File: src/rtl/serial_adder.sv
// Bit-serial WIDTH-bit adder: one full_adder cell, carry FF, shift registers.
// Optional signed-overflow output enabled by defining SERIAL_ADDER_OVF_EN.

module full_adder (
  input  logic a,
  input  logic b,
  input  logic ci,
  output logic s,
  output logic co
);

  assign s  = a ^ b ^ ci;
  assign co = (a & b) | (ci & (a ^ b));

endmodule

module serial_adder #(
  parameter int WIDTH = 16
) (
  input  logic             clk,
  input  logic             rst,
  input  logic             start,
  input  logic [WIDTH-1:0] a,
  input  logic [WIDTH-1:0] b,
  input  logic             cin,
  output logic             busy,
  output logic             done,
  output logic [WIDTH-1:0] sum,
  output logic             cout
`ifdef SERIAL_ADDER_OVF_EN
  ,
  output logic             ovf
`endif
);

  localparam int CW = $clog2(WIDTH);

  typedef enum logic [1:0] {
    IDLE,
    RUN,
    DONE
  } state_t;

  state_t state;
  state_t nxt;

  logic [WIDTH-1:0] sa;
  logic [WIDTH-1:0] sb;
  logic [WIDTH-2:0] acc;
  logic [WIDTH-1:0] nacc;
  logic             cy;
  logic [CW-1:0]    cnt;
  logic             fs;
  logic             fc;
  logic             last;
  logic             load;

  full_adder u_fa (
    .a  (sa[0]),
    .b  (sb[0]),
    .ci (cy),
    .s  (fs),
    .co (fc)
  );

  // New bit enters at the MSB; after WIDTH shifts bit 0 lands at the LSB.
  assign nacc = {fs, acc};
  assign last = (cnt == CW'(WIDTH - 1));
  assign busy = (state == RUN);
  assign done = (state == DONE);

  always_comb begin
    nxt  = state;
    load = 1'b0;
    unique case (state)
      IDLE, DONE: begin
        if (start) begin
          nxt  = RUN;
          load = 1'b1;
        end else begin
          nxt  = IDLE;
        end
      end
      RUN: begin
        if (last) nxt = DONE;
      end
      default: nxt = IDLE;
    endcase
  end

  always_ff @(posedge clk) begin
    if (rst) state <= IDLE;
    else     state <= nxt;
  end

  always_ff @(posedge clk) begin
    if (rst) begin
      sa   <= '0;
      sb   <= '0;
      acc  <= '0;
      cy   <= 1'b0;
      cnt  <= '0;
      sum  <= '0;
      cout <= 1'b0;
    end else if (load) begin
      sa   <= a;
      sb   <= b;
      cy   <= cin;
      cnt  <= '0;
    end else if (busy) begin
      sa   <= sa >> 1;
      sb   <= sb >> 1;
      acc  <= nacc[WIDTH-1:1];
      cy   <= fc;
      cnt  <= cnt + CW'(1);
      if (last) begin
        sum  <= nacc;
        cout <= fc;
      end
    end
  end

`ifdef SERIAL_ADDER_OVF_EN
  // cy holds the carry into the MSB during the final RUN cycle.
  always_ff @(posedge clk) begin
    if (rst)              ovf <= 1'b0;
    else if (busy & last) ovf <= cy ^ fc;
  end
`endif

endmodule
File: config.mk
export PLATFORM = sky130hd
export DESIGN_NAME = serial_adder
export DESIGN_NICKNAME = d
export VERILOG_FILES = /design/src/rtl/serial_adder.sv
export SDC_FILE = /design/constraint.sdc
export NUM_CORES = 1
export LEC_CHECK = 0
export ABC_CLOCK_PERIOD_IN_PS = 2460
export BUFFER_PORTS_ARGS = -buffer_cell sky130_fd_sc_hd__clkbuf_2
export CORE_MARGIN = 5
export CORE_UTILIZATION = 57
export CTS_BUF_LIST = sky130_fd_sc_hd__clkbuf_16
export CTS_CLUSTER_DIAMETER = 30
export DETAILED_ROUTE_END_ITERATION = 6
export MAX_ROUTING_LAYER = met4
export PLACE_DENSITY_LB_ADDON = 0.12
export SLEW_MARGIN = 10
export SYNTH_ARGS = -nofsm -noshare
export SYNTH_HDL_FRONTEND = slang
export SYNTH_SLANG_ARGS = --single-unit
File: constraint.sdc
create_clock -name clk -period 2.46 [get_ports clk]
set_input_delay 0.738 -clock clk [delete_from_list [all_inputs] [get_ports clk]]
set_output_delay 0.738 -clock clk [all_outputs]
set_load 0.03 [all_outputs]
**Word-level counts from Yosys, hierarchy flattened**

Index checks and enable logic that the tools add are counted.

- Register bits after elaboration: 71
- Input port bits: 36
- Output and inout port bits: 19
- Logic and storage cells: 36

- Add/subtract/negate cells: 1
- Equal/unequal tests: 4
- Muxes and demuxes: 11
- Bitwise operators: 6
- Reduce and logical (&&, ||, !) cells: 6

Operator list:

| operator | number |
|---|---|
| $mux 16 | 4 |
| $mux 1 | 5 |
| $add 4x1->4 const B | 1 |
| $eq 4x4->1 const B | 1 |
| $pmux 2 s2 | 1 |
| $reduce_or 2->1 | 2 |
| $reduce_and 3->1 | 1 |
| $and 1x1->1 | 2 |
| $eq 2x1->1 const B | 1 |
| $eq 2x2->1 const B | 1 |
| $logic_not 2->1 | 1 |
| $mux 2 | 1 |
| $ne 2x1->1 const B | 1 |
| $reduce_and 2->1 | 1 |
| $reduce_bool 2->1 | 1 |
| $xor 1x1->1 | 2 |
| $not 1->1 | 1 |
| $or 1x1->1 | 1 |

**Longest topological paths before layout**

- Depth after elaboration: 5
- Gate-level depth with buffers: 5
- Mapped depth without buffers: 4

**By module**

A second synthesis with hierarchy kept.

- Cell total of the unflattened synthesis: 303
- Area, all modules: 2,665.1 sq um

Modules (own cells, without submodules):

| module | instances | cells each | area an instance (sq um) | seq. area each (sq um) |
|---|---|---|---|---|
| serial_adder | 1 | 302 | 2,645.0 | 1,421.4 |
| full_adder | 1 | 1 | 20.0 | 0.0 |

**Worst setup path after synthesis**

Ideal clock, no wire load.

- Path kind: flip-flop to output port
- Start point: register state[0]
- End point: output busy
- Data arrival time: 813 ps
- Required time: 1,722 ps
- Setup slack: 909 ps
- Stages on the path, launching flop included: 4
- Path buffers: 1
- Path through: dfxtp_1 -> nand2b_1 -> inv_2 -> buf_2

- Word-level cells in the longest chain between the ends: 1

RTL lines:

| what | RTL line | source |
|---|---|---|
| start, declared | 44 | `state_t state;` |
| start signal, assigned | 93 | `else state <= nxt;` |
| $eq 2x1->1 | 69 | `assign busy = (state == RUN);` |
| end, declared | 26 | `output logic busy,` |

Every way passes these cells.

**Final worst setup path**

Ends and elaborated chain as after synthesis.

==> flow_summary.json <==
{
  "worst_pin_slew_ps": 638,
  "max_cap_viol_count": 0,
  "worstPathRequired_ps": 1720,
  "synthCells": 303,
  "fin_crit_sh_pct": 75.1,
  "drc": 0,
  "most-common-layout-cells": "71 x dfxtp_1, 65 x nand2_1, 54 x clkbuf_2, 25 x a21oi_1, 23 x nor3_1",
  "status": "completed",
  "htreeDepth": 3,
  "yosys_register_bits": 71,
  "totalPowerFinal_mw": 2.69,
  "area_growth_pct": 20.8,
  "clock_path_buffers": 2,
  "cts-root-buf": "clkbuf_16",
  "path_clk_slew_ps": 60,
  "switching_power_uw": 629,
  "clkPwrFrac_pct": 45.8,
  "cts_tree": "built",
  "via_per_inst": 5.73,
  "clk-insertion-delay-late_ps": 320,
  "setup_viol": 0,
  "drt_first_pass_iters": 4,
  "fp.dieH_um": 78.4,
  "wl_um": 5520,
  "fmax_mhz": 541,
  "switching_share_pct": 23.4,
  "rsz0062_at_grt": "false",
  "criticalPathCategory": "flip-flop to primary output",
  "gp_congestion": 0.758,
  "syn-num-nets": 341,
  "grt.total_usage_pct": 20.1,
  "startpoint_type": "flip-flop",
  "port_buffers": 54,
  "numCtsBuffers": 9,
  "setup.worst_path.end_class": "primary output",
  "synth-edff-count": 0,
  "rows": 24,
  "grt_max_degree": 51,
  "start_util_pct": 60.0,
  "routedWlPerCell_um": 13.6,
  "gr-total-overflow": 0,
  "diodes": 0,
  "power_density_nw_per_um2": 837,
  "post_cts_resized": 0,
  "skew_ps": 3.84,
  "min_path_type": "flip-flop to flip-flop",
  "drive_gt1_share_pct": 22.3,
  "p_seq_share_pct": 45.9,
  "peakVddDrop_v": 0.000519,
  "boundaryPins": 55,
  "fin_util_pct": 72.5,
  "final.min_clock_period_ps": 1850,
  "slew-limit-headroom_pct": 57.5,
  "place_inst": 391,
  "synth_area_um2": 2670,
  "cts_hold_buffers": 0,
  "hold_viol": 0,
  "post-cts-setup-buffer-count": 0,
  "finalSetupTns_ps": 0,
  "synth_seq_area_share_pct": 53.3,
  "critPathMaxFanout": 6,
  "syn_area_per_cell_um2": 8.80,
  "die_area_um2": 6140,
  "grt_pass1_vias": 2216,
  "ant_nets": 0,
  "drt-initial-drc-count": 148,
  "instances_no_fill": 407,
  "via_count": 2334,
  "synth_ff_type": "dfxtp_1",
  "ys_warn_count": 0,
  "p_int_mw": 2.07,
  "core-area_um2": 4440,
  "hpwlAfterDp_um": 3520,
  "grt_pass1_wl_um": 9730,
  "fp.dieW_um": 78.4,
  "power_frac_comb_pct": 8.3,
  "p_leak_nw": 1.28,
  "synth_async_sr_flop_share_pct": 0,
  "final_common_cell": "dfxtp_1",
  "arrival_ps": 1110,
  "drv_slew": 0,
  "antenna_found_initial": 0,
  "ys_types": 31,
  "nets": 388,
  "cts_sinks": 71
}
==> state kept, by name, indices dropped and copies added, names as in the netlist <==
| signal | cells |
|---|---|
| acc | 15 |
| cnt | 4 |
| cout | 1 |
| cy | 1 |
| sa | 16 |
| sb | 16 |
| state | 2 |
| sum | 16 |
==> routing by layer <==
| metal | part of all wire [%] | global-route usage (%) | up-vias |
|---|---|---|---|
| li1 | - | - | 1181 |
| met1 | 47 | 24.2 | 1080 |
| met2 | 46 | 32.1 | 57 |
| met3 | 5.3 | 5.03 | 16 |
| met4 | 2.3 | 8.74 | 0 |
| met5 | 0 | - | - |
==> cell families after synthesis <==
logic type                 count (synthesis)  synth area share [%]
adders and majority gates                  2                  1.22
DFF                                       71                  53.3
AOI/OAI and AO/OA                         90                  20.8
muxes                                      2                 0.751
buffers and inverters                     26                  4.65
xor gates and xnor gates                   2                 0.657
and+or+nand+nor                          110                  18.5
==> power by group through the flow <==
stage / Combinational [mW] / Sequential, mW / Clock (mW)
after floorplan: 0.164 / 1.25 / 0
after global placement: 0.220 / 1.26 / 0
after detailed placement: 0.221 / 1.26 / 0
after CTS: 0.224 / 1.24 / 1.25
after global routing: 0.255 / 1.24 / 1.31
final: 0.223 / 1.24 / 1.24
==> per-stage QoR <==
step | hold WS, ps | worst slack (ps) | cell area (um^2)
final | 467 | 612 | 3220
after global placement | 450 | 614 | 2930
after global routing | 479 | 531 | 3220
after detailed placement | 455 | 602 | 2930
after floorplan | 437 | 909 | 2670
after CTS | 466 | 603 | 3220
==> worst max-delay path, stage by stage, from the launching register on <==
cell and delay, ps:
dfxtp_1 430, nand2b_2 100, inv_2 70, clkbuf_2 200
==> final cells by class <==
cell class	instances	area [um^2]
clock buffer	9	225
clock inverter	7	63.8
fill	349	1220
inverter	2	7.51
multi-input combinational	206	1120
sequential	71	1420
tap	52	65.1
timing repair buffer	60	315
==> synth_stat cells, drive strengths merged, types with 2 or more instances <==
cell     n  area [um^2]
a21oi   26          134
a22o    15          131
clkbuf   8         30.0
a22oi    5         37.5
o21ai   18         90.1
dfxtp   71         1420
mux2i    2         20.0
xnor2    2         17.5
nand2   65          244
nand2b   2         12.5
buf     16         86.3
inv      2         7.50
nor2b    2         12.5
nand3   11         55.1
nor3    24          131
a31oi   16          100
o22ai   10         62.6
==> final timing paths <==
path                 start     end  slack [ps]  cells past startpoint
setup reg to reg    cnt[0]  sum[2]         830                      4
hold / removal      acc[0]  acc[0]         470                      2
setup / recovery  state[0]    busy         610                      3
hold reg to reg     acc[0]  acc[0]         470                      2
Note: power is estimated with default switching activity, not from simulation.
